`src/rtl/regfile_wb_arbiter.sv`:
```
// Write-back arbiter between ALU and load results, with a register-pending
// scoreboard that stalls issue and tracks in-flight destination registers.
module regfile_wb_arbiter #(
  parameter int unsigned XLEN = 32,
  parameter int unsigned NREG = 32
) (
  input  logic            i_clock,
  input  logic            i_rst,
  input  logic            i_issue_valid,
  input  logic [4:0]      i_issue_rd,
  output logic            o_issue_ready,
  input  logic            i_alu_valid,
  input  logic [4:0]      i_alu_rd,
  input  logic [XLEN-1:0] i_alu_data,
  output logic            o_alu_ready,
  input  logic            i_mem_valid,
  input  logic [4:0]      i_mem_rd,
  input  logic [XLEN-1:0] i_mem_data,
  output logic            o_mem_ready,
  input  logic [4:0]      i_rs1_addr,
  input  logic [4:0]      i_rs2_addr,
  output logic            o_rs1_busy,
  output logic            o_rs2_busy,
  output logic            o_rf_wen,
  output logic [4:0]      o_rf_rdaddr,
  output logic [XLEN-1:0] o_rf_wdata,
  output logic [NREG-1:0] o_busy_vec
);

  localparam int unsigned IDX_W = 5;

  logic              r_alu_last;
  logic              r_rf_wen;
  logic [IDX_W-1:0]  r_rf_rdaddr;
  logic [XLEN-1:0]   r_rf_wdata;
  logic [NREG-1:0]   r_busy;

  logic              w_alu_gnt;
  logic              w_mem_gnt;
  logic              w_gnt;
  logic [IDX_W-1:0]  w_wb_rd;
  logic [XLEN-1:0]   w_wb_data;
  logic              w_issue_ready;
  logic              w_issue_fire;
  logic [NREG-1:0]   w_busy_nxt;

  // Indices beyond NREG read as not pending.
  function automatic logic busy_at(input logic [NREG-1:0] vec,
                                   input logic [IDX_W-1:0] idx);
    logic hit;
    hit = 1'b0;
    for (int unsigned i = 0; i < NREG; i++) begin
      if (idx == IDX_W'(i)) hit = vec[i];
    end
    return hit;
  endfunction

  // Round-robin grant: r_alu_last means the ALU won the latest grant.
  always_comb begin
    w_alu_gnt = 1'b0;
    w_mem_gnt = 1'b0;
    if (!i_rst) begin
      if (i_alu_valid && i_mem_valid) begin
        w_mem_gnt = r_alu_last;
        w_alu_gnt = !r_alu_last;
      end else begin
        w_alu_gnt = i_alu_valid;
        w_mem_gnt = i_mem_valid;
      end
    end
  end

  assign w_gnt     = w_alu_gnt | w_mem_gnt;
  assign w_wb_rd   = w_alu_gnt ? i_alu_rd   : i_mem_rd;
  assign w_wb_data = w_alu_gnt ? i_alu_data : i_mem_data;

  always_ff @(posedge i_clock) begin
    if (i_rst) begin
      r_alu_last <= 1'b1;
    end else if (w_gnt) begin
      r_alu_last <= w_alu_gnt;
    end
  end

  // Registered write port; x0 writes handshake but never assert the enable.
  always_ff @(posedge i_clock) begin
    if (i_rst) begin
      r_rf_wen    <= 1'b0;
      r_rf_rdaddr <= '0;
      r_rf_wdata  <= '0;
    end else if (w_gnt) begin
      r_rf_wen    <= (w_wb_rd != '0);
      r_rf_rdaddr <= w_wb_rd;
      r_rf_wdata  <= w_wb_data;
    end else begin
      r_rf_wen    <= 1'b0;
    end
  end

  assign w_issue_ready = !i_rst &&
                         ((i_issue_rd == '0) || !busy_at(r_busy, i_issue_rd));
  assign w_issue_fire  = i_issue_valid && w_issue_ready;

  // Clear follows the committed write; a same-index issue overrides it.
  always_comb begin
    w_busy_nxt = '0;
    for (int unsigned i = 1; i < NREG; i++) begin
      w_busy_nxt[i] = r_busy[i];
      if (r_rf_wen && (r_rf_rdaddr == IDX_W'(i))) w_busy_nxt[i] = 1'b0;
      if (w_issue_fire && (i_issue_rd == IDX_W'(i))) w_busy_nxt[i] = 1'b1;
    end
  end

  always_ff @(posedge i_clock) begin
    if (i_rst) begin
      r_busy <= '0;
    end else begin
      r_busy <= w_busy_nxt;
    end
  end

  assign o_alu_ready   = w_alu_gnt;
  assign o_mem_ready   = w_mem_gnt;
  assign o_issue_ready = w_issue_ready;
  assign o_rs1_busy    = busy_at(r_busy, i_rs1_addr);
  assign o_rs2_busy    = busy_at(r_busy, i_rs2_addr);
  assign o_rf_wen      = r_rf_wen;
  assign o_rf_rdaddr   = r_rf_rdaddr;
  assign o_rf_wdata    = r_rf_wdata;
  assign o_busy_vec    = r_busy;

endmodule

```
`config.mk`:
```
export PLATFORM = sky130hd
export DESIGN_NAME = regfile_wb_arbiter
export DESIGN_NICKNAME = d
export VERILOG_FILES = /design/src/rtl/regfile_wb_arbiter.sv
export SDC_FILE = /design/constraint.sdc
export NUM_CORES = 1
export LEC_CHECK = 0
export CAP_MARGIN = 10
export CELL_PAD_IN_SITES_DETAIL_PLACEMENT = 1
export CELL_PAD_IN_SITES_GLOBAL_PLACEMENT = 1
export CORE_AREA = 2 2 117 119
export CTS_BUF_LIST = sky130_fd_sc_hd__clkbuf_16
export DETAILED_ROUTE_END_ITERATION = 16
export DIE_AREA = 0 0 119 121
export PLACE_DENSITY = 0.95
export SYNTH_ARGS = -nofsm -noshare
export SYNTH_HDL_FRONTEND = slang
export SYNTH_SLANG_ARGS = --single-unit
export TNS_END_PERCENT = 1
```
`constraint.sdc`:
```
create_clock -name i_clock -period 3.25 [get_ports i_clock]
set_clock_uncertainty 0.15 [all_clocks]
set_input_delay 0.325 -clock i_clock [delete_from_list [all_inputs] [get_ports i_clock]]
set_output_delay 0.325 -clock i_clock [all_outputs]
set_load 0.1 [all_outputs]
```
==> reports/results.md, run 1 <==
### Logic synthesis
• 0 — number of enable-type register cells in the synthesized netlist
• 580 — Post-Syn Instances
• 31.9% — sequential element share of the synthesized area
• 0% — Post-synth ARST share
• sky130_fd_sc_hd__dfxtp_1 — Primary FF master, synth
• 63 — number of library cell types mapped by synthesis
• 4390 um2 — post-synthesis instance area
• 0 — yosys synthesis warning count
• 70 — FF+latch count, synth
• 7.57 um2 — mean instance size in the synthesized netlist
• 674 — syn_nets

### Clock network
• 330 ps — clock network latency to the later pin of the worst-skew pair
• 2 — clock tree buffer depth
• 70 — total clock sinks
• yes — clock tree from TritonCTS
• sky130_fd_sc_hd__clkbuf_16 — library cell used as clock root buffer
• 60 ps — register clock-pin slew on the reported worst setup and hold paths
• 0 — Setup Buffers After CTS
• 9 — total CTS buffers
• 3 — H-tree level count
• 0 — cts-stage hold buffer count

### GRT
• 29800 um — global-route wire length before repair
• 26.5% — aggregate global-route resource usage
• 0 — total congestion overflow after global routing
• 5603 — vias in the first global route
• 40 — largest net degree at the start of global routing
• 0 — initial antenna violation count

### Floorplan
• 169 — count of pins on the block boundary
• 33.6% — Initial Util
• 121 um — die height
• 42 — Site Rows
• 13100 um2 — placeable core area
• 119 um — Horiz. Die Dim
• 14400 um2 — die area

### Timing
• 3130 ps — final critical delay including setup and external delays
• 320 MHz — maximum frequency from static timing analysis
• 0 — number of max-slew violations in the final report
• 0 ps — final-layout setup total negative slack
• 1010 ps — worst-margin pin slew
• 32.3% — worst slew margin relative to its limit
• 96.3% — Final Cycle Share
• 0 — Hold Fails Final Rpt
• 304 ps — post-route worst hold slack
• 0 — count of final setup violators

### Drt
• 21.1 um — per-cell routed wire length
• 19300 um — Routed WL
• 443 — Iter 0 DRT Violations
• 5378 — overall via count from detail_route
• 0 — Post-DRT Antenna Nets
• 5 — detailed-routing iteration count for the pre-antenna-repair pass
• 5.88 — detail-routed via count per cell
• 0 — remaining routing DRC violations

### Power
• 36.7% — clock network fraction of total power
• 2.38 nW — leakage power
• 30.7% — part of the power in combinational logic
• 438 nW/um2 — power density normalized to cell area
• 1.87 mW — P_int
• 0.269 mV — maximum vdd ir drop
• 32.6% — register share of total power
• 35.5% — fraction of power spent switching nets
• 1.03 mW — Switch Pwr

### Worst setup path
• i_rs2_addr[1] — worst setup path startpoint
• 11 — highest fanout seen on the critical path
• o_busy_vec[7] — Crit Reg-Reg Startpoint
• 1120 ps — register-to-register path setup slack
• 2770 ps — worst path required time
• sky130_fd_sc_hd__buf_4 — most frequent cell on the critical path
• primary input — CP Launch Type
• 2650 ps — arrival time of the worst setup path
• sky130_fd_sc_hd__clkdlybuf4s50_1 — standard cell with the maximum stage delay on the critical path
• clkdlybuf4s50_1 > buf_4 > nor2b_1 > nand2_1 > o21ai_0 > o2111ai_1 > a2111oi_2 > buf_4 > a2bb2oi_4 > buf_12 — critical-path cell list
• output port — critical path endpoint category
• 580 ps — delay of the slowest cell on the worst path
• in2out — category of the most critical setup path

### Place
• 14700 um — DP Wirelength
• 1.04 — RD Place Congestion
• 167 — count of buffers inserted at the top-level ports

### Finish
• 16.0% — fraction of final layout cells with drive strength greater than 1
• 0 — Inserted Diodes
• 50.6% — synth-to-layout area growth
• sky130_fd_sc_hd__clkdlybuf4s50_1 — most common cell after layout, fill and taps aside
• 828 — number of nets in the finished design
• 50.5% — share of the core filled with cells in the final layout
• sky130_fd_sc_hd__clkdlybuf4s50_1, sky130_fd_sc_hd__nand2_1, sky130_fd_sc_hd__buf_4 — commonest cells after routing, fill and taps aside

### Status
• completed — run status

### Flow run
• 0 — number of max-cap violations

### Worst hold path
• reg2reg — class of the most critical hold timing path
• o_rf_wdata[28] — Hold Path Origin

## cells in the mapped netlist (3+ instances only)
cell / instances / share of area [%]
sky130_fd_sc_hd__a2111oi_0: 4 / 0.80
sky130_fd_sc_hd__a211oi_1: 11 / 1.9
sky130_fd_sc_hd__a21oi_1: 40 / 4.6
sky130_fd_sc_hd__a221oi_1: 3 / 0.60
sky130_fd_sc_hd__a22o_1: 3 / 0.60
sky130_fd_sc_hd__a22oi_1: 33 / 5.6
sky130_fd_sc_hd__a311oi_1: 3 / 0.60
sky130_fd_sc_hd__a31oi_1: 3 / 0.43
sky130_fd_sc_hd__and3_1: 4 / 0.57
sky130_fd_sc_hd__buf_1: 3 / 0.26
sky130_fd_sc_hd__buf_2: 15 / 1.7
sky130_fd_sc_hd__clkbuf_1: 31 / 2.6
sky130_fd_sc_hd__dfxtp_1: 70 / 32
sky130_fd_sc_hd__inv_1: 13 / 1.1
sky130_fd_sc_hd__mux2_2: 3 / 0.77
sky130_fd_sc_hd__mux2i_1: 15 / 3.4
sky130_fd_sc_hd__mux4_2: 3 / 1.5
sky130_fd_sc_hd__nand2_1: 90 / 7.7
sky130_fd_sc_hd__nand2b_1: 14 / 2.0
sky130_fd_sc_hd__nand3_1: 25 / 2.8
sky130_fd_sc_hd__nand3b_1: 8 / 1.4
sky130_fd_sc_hd__nand4_1: 3 / 0.43
sky130_fd_sc_hd__nand4b_1: 4 / 0.80
sky130_fd_sc_hd__nor2_1: 24 / 2.1
sky130_fd_sc_hd__nor2b_1: 14 / 2.0
sky130_fd_sc_hd__nor3_1: 15 / 1.7
sky130_fd_sc_hd__nor3b_1: 8 / 1.4
sky130_fd_sc_hd__nor4b_1: 3 / 0.60
sky130_fd_sc_hd__o211ai_1: 15 / 2.6
sky130_fd_sc_hd__o21ai_0: 26 / 3.0
sky130_fd_sc_hd__o21ai_1: 22 / 2.5
sky130_fd_sc_hd__o22ai_1: 3 / 0.43
sky130_fd_sc_hd__o311ai_0: 4 / 0.80
sky130_fd_sc_hd__o31ai_1: 5 / 0.85
sky130_fd_sc_hd__or4_1: 3 / 0.51
## registers in the layout, summed over array words and instances (netlist names)
register,flops
o_rf_wen,1
r_alu_last,1
o_rf_rdaddr,5
o_busy_vec,31
o_rf_wdata,32
## per-layer routing
metal  vias up  GRT usage [%]  part of all wire [%]
li1       2461              -                     -
met1      2561           30.2                    39
met2       288           45.5                    48
met3        68           5.92                   8.3
met4         0           15.9                   5.0
met5         -              0                     0
## final cells by class
type                    count  area (um2)
repair buffers            196        1870
flip-flops and latches     70        1420
clock buffers               9         225
multi-input cells         443        2730
fillers                  1526        6470
well taps                 176         220
inverters                  14        52.6
clock inverters             7        95.1
## kinds of logic (layout without fill, tap and decap cells)
logic type | after synthesis | after routing | synth area share [%]
AO/OA/AOI/OAI | 194 | 194 | 29.2
multiplexers | 22 | 22 | 5.98
buffers and inverters | 67 | 226 | 6.67
flip-flops | 70 | 70 | 31.9
AND/OR/NAND/NOR | 226 | 226 | 26.1
other | 1 | 1 | 0.0854
## final timing paths
check,end,cells past startpoint
max,o_rs2_busy,10
min,o_rf_wdata[28],2
max reg2reg,o_busy_vec[9],7
min reg2reg,o_rf_wdata[28],2
## metrics by stage
stage / area, um2 / total power, mW / setup slack [ps] / cells
detailed placement: 6280 / 1.85 / 127 / 899
global placement: 6280 / 1.83 / 223 / 899
CTS: 6610 / 2.91 / 114 / 915
finish: 6610 / 2.90 / 121 / 915
floorplan: 4430 / 1.53 / 21.7 / 580
global route: 6610 / 2.99 / -42.4 / 915
## critical path, delay by kind of cell
| kind | cells | cell delay, ps |
|---|---|---|
| simple gates | 2 | 330 |
| buf+inv | 4 | 1180 |
| compound gates | 4 | 820 |
## repair_timing
action                                 CTS  global route
resized for setup                        0             3
endpoints found under the hold margin    0             0
setup endpoints to repair                0             2
## power groups by stage
stage	registers [mW]	logic [mW]	clock network, mW
after floorplan	1.23	0.299	0
after global placement	0.961	0.864	0
after detailed placement	0.965	0.882	0
after CTS	0.946	0.887	1.08
after global routing	0.951	0.931	1.11
final	0.947	0.890	1.06
Power figures use the tool's default switching activity.
==> run 2: changes to the inputs <==
CAP_MARGIN = 20   (was 10)
SETUP_SLACK_MARGIN = 0.5   (was default)
==> reports/results.md, run 2 (synthesis gave the netlist of run 1 again) <==
### Status
• completed — run status

### Drt
• 0 — remaining routing DRC violations, unchanged
• 5 — detailed-routing iteration count for the pre-antenna-repair pass, unchanged
• 7890 um — Metal-1 WL, +4.5%
• met4 — uppermost metal layer occupied by signal nets
• 21.9 um — per-cell routed wire length, +3.8%
• 20300 um — Routed WL, +5.1%
• 5.95 — detail-routed via count per cell, +1.2%
• 1530 um — routed length on met3, -4.9%
• 5509 — overall via count from detail_route, +2.4%
• 515 — Iter 0 DRT Violations, +16%
• 0 — Post-DRT Antenna Nets, unchanged
• 9930 um — met2 WL, +8.0%

### Timing
• 0 — number of max-slew violations in the final report, unchanged
• 2730 ps — final critical delay including setup and external delays, -402 ps
• 83.9% — Final Cycle Share, -12 points
• 30.8% — worst slew margin relative to its limit, -1.5 points
• 0 — count of final setup violators, unchanged
• 0 ps — final-layout setup total negative slack, unchanged
• 1030 ps — worst-margin pin slew, +22.4 ps
• yes — setup repair after global routing missed its margin
• 367 MHz — maximum frequency from static timing analysis, +15%
• 0 — Hold Fails Final Rpt, unchanged

### Power
• 2.48 nW — leakage power, +4.2%
• 34.5% — clock network fraction of total power, -2.2 points
• 412 nW/um2 — power density normalized to cell area, -6.0%
• 33.2% — register share of total power, +0.6 points
• 1.04 mW — Switch Pwr, +0.91%
• 0.290 mV — maximum vdd ir drop, +8.1%
• 32.4% — part of the power in combinational logic, +1.7 points
• 2.83 mW — Power, Total, -2.2%
• 1.80 mW — P_int, -4.0%
• 36.6% — fraction of power spent switching nets, +1.1 points

### Worst setup path
• o_busy_vec[11] — Crit Reg-Reg Startpoint
• o_rs2_busy — critical path capture point
• 8 — worst reg2reg path depth, +1
• output port — critical path endpoint category
• 1010 ps — register-to-register path setup slack, -110 ps
• 2770 ps — worst path required time, about the same
• o_busy_vec[1] — worst setup path startpoint
• flip-flop — CP Launch Type
• 2250 ps — arrival time of the worst setup path, -400 ps
• reg2out — category of the most critical setup path
• 5 — highest fanout seen on the critical path, -6
• o_busy_vec[8] — r2r endpoint

### Place
• 14900 um — DP Wirelength, +1.5%
• 0.934 — RD Place Congestion, -10%
• 167 — count of buffers inserted at the top-level ports, unchanged

### Worst hold path
• 2 — number of cells on the worst hold path, unchanged
• reg2reg — class of the most critical hold timing path

### Floorplan
• 42 — Site Rows, unchanged
• 13100 um2 — placeable core area, unchanged
• 33.6% — Initial Util, unchanged
• 119 um — Horiz. Die Dim, unchanged
• 121 um — die height, unchanged
• 14400 um2 — die area, unchanged
• 169 — count of pins on the block boundary, unchanged

### Finish
• sky130_fd_sc_hd__clkdlybuf4s50_1 — most common cell after layout, fill and taps aside
• 32 — max FFs per register, unchanged
• 56.6% — synth-to-layout area growth
• sky130_fd_sc_hd__clkdlybuf4s50_1, sky130_fd_sc_hd__nand2_1, sky130_fd_sc_hd__buf_4 — commonest cells after routing, fill and taps aside
• 21.3% — fraction of final layout cells with drive strength greater than 1, +5.4 points
• 839 — number of nets in the finished design, +1.3%
• 1530 — # fillers, +0.26%
• 0 — Inserted Diodes, unchanged

### Clock network
• 70 — total clock sinks, unchanged
• 9 — total CTS buffers, unchanged
• sky130_fd_sc_hd__clkbuf_16 — library cell used as clock root buffer
• 3 — H-tree level count, unchanged
• 60 ps — register clock-pin slew on the reported worst setup and hold paths, about the same
• yes — clock tree from TritonCTS
• 2 — clock tree buffer depth, unchanged
• 0 — cts-stage hold buffer count, unchanged
• 330 ps — clock network latency to the later pin of the worst-skew pair, about the same

### GRT
• 28.1% — aggregate global-route resource usage, +1.6 points
• 5820 — vias in the first global route, +3.9%
• 0 — total congestion overflow after global routing, unchanged
• 0 — initial antenna violation count, unchanged
• 40 — largest net degree at the start of global routing, unchanged
• 31600 um — global-route wire length before repair, +6.1%

### Flow run
• 0 — number of max-cap violations, unchanged

run 2: cell count changes in the layout (fill, tap and decap cells not counted), sizes merged:
cell,before,now
clkinv,2,3
buf,71,69
clkdlybuf4s15,0,3
clkdlybuf4s50,124,121
dlymetal6s2s,1,3
clkbuf,9,15
bufbuf,0,1
bufinv,2,1
dlygate4sd2,0,4
run 2: per-stage QoR:
step | setup slack, ps | hold WS [ps] | cell area, um2 | instances | util [%]
floorplan | 275 | 308 | 4480 | 580 | -
global placement | 181 | 293 | 6350 | 899 | 48.6
detailed placement | 140 | 300 | 6350 | 899 | 48.6
CTS | 477 | 305 | 6830 | 926 | 52.2
global route | 438 | 318 | 6880 | 926 | 52.6
finish | 523 | 301 | 6880 | 926 | 52.6
run 2: layer usage:
layer / GRT usage (%) / vias up
li1: - / 2473
met1: 32.0 / 2654
met2: 48.5 / 316
met3: 6.72 / 66
met4: 15.3 / 0
met5: 0 / -
run 2: timing repair:
action / in CTS / in global routing
resized for setup: 39 / 25
buffers inserted: 10 / 0
pin swaps: 11 / 9
setup endpoints to repair: 3 / 3
endpoints found under the hold margin: 0 / 0
gates cloned: 1 / 0
run 2: cell type report:
class / instances / area, um2 / area share, %
Tap cell: 176 / 220 / 3.20
Clock inverter: 7 / 72.6 / 1.05
Inverter: 14 / 52.6 / 0.764
Clock buffer: 9 / 225 / 3.27
Sequential cell: 70 / 1470 / 21.4
Multi-Input combinational cell: 443 / 2850 / 41.5
Timing Repair Buffer: 207 / 1990 / 28.9
run 2: worst min-delay path by stage:
stage	end	slack [ps]	start
after floorplan	r_alu_last	310	i_alu_valid
after global placement	o_rf_wdata[24]	290	o_rf_wdata[24]
after detailed placement	o_rf_wdata[13]	300	o_rf_wdata[13]
after CTS	o_rf_wdata[13]	310	o_rf_wdata[13]
after global routing	o_rf_wdata[13]	320	o_rf_wdata[13]
final	o_rf_wdata[13]	300	o_rf_wdata[13]
run 2: power by group through the flow:
stage	Combinational [mW]	Sequential (mW)	Clock, mW
2_1_floorplan	0.301	1.22	0
3_3_place_gp	0.865	0.954	0
3_5_place_dp	0.885	0.959	0
4_1_cts	0.908	0.941	0.989
5_1_grt	0.960	0.946	1.03
6_report	0.918	0.940	0.977
run 2: critical path, cell delays in order (launching register included):
cell	delay, ps
sky130_fd_sc_hd__dfxtp_4	380
sky130_fd_sc_hd__mux2_2	280
sky130_fd_sc_hd__a221oi_1	330
sky130_fd_sc_hd__a211oi_2	70
sky130_fd_sc_hd__a311oi_2	270
sky130_fd_sc_hd__a2111oi_2	120
sky130_fd_sc_hd__buf_4	160
sky130_fd_sc_hd__a2bb2oi_4	140
sky130_fd_sc_hd__buf_12	180
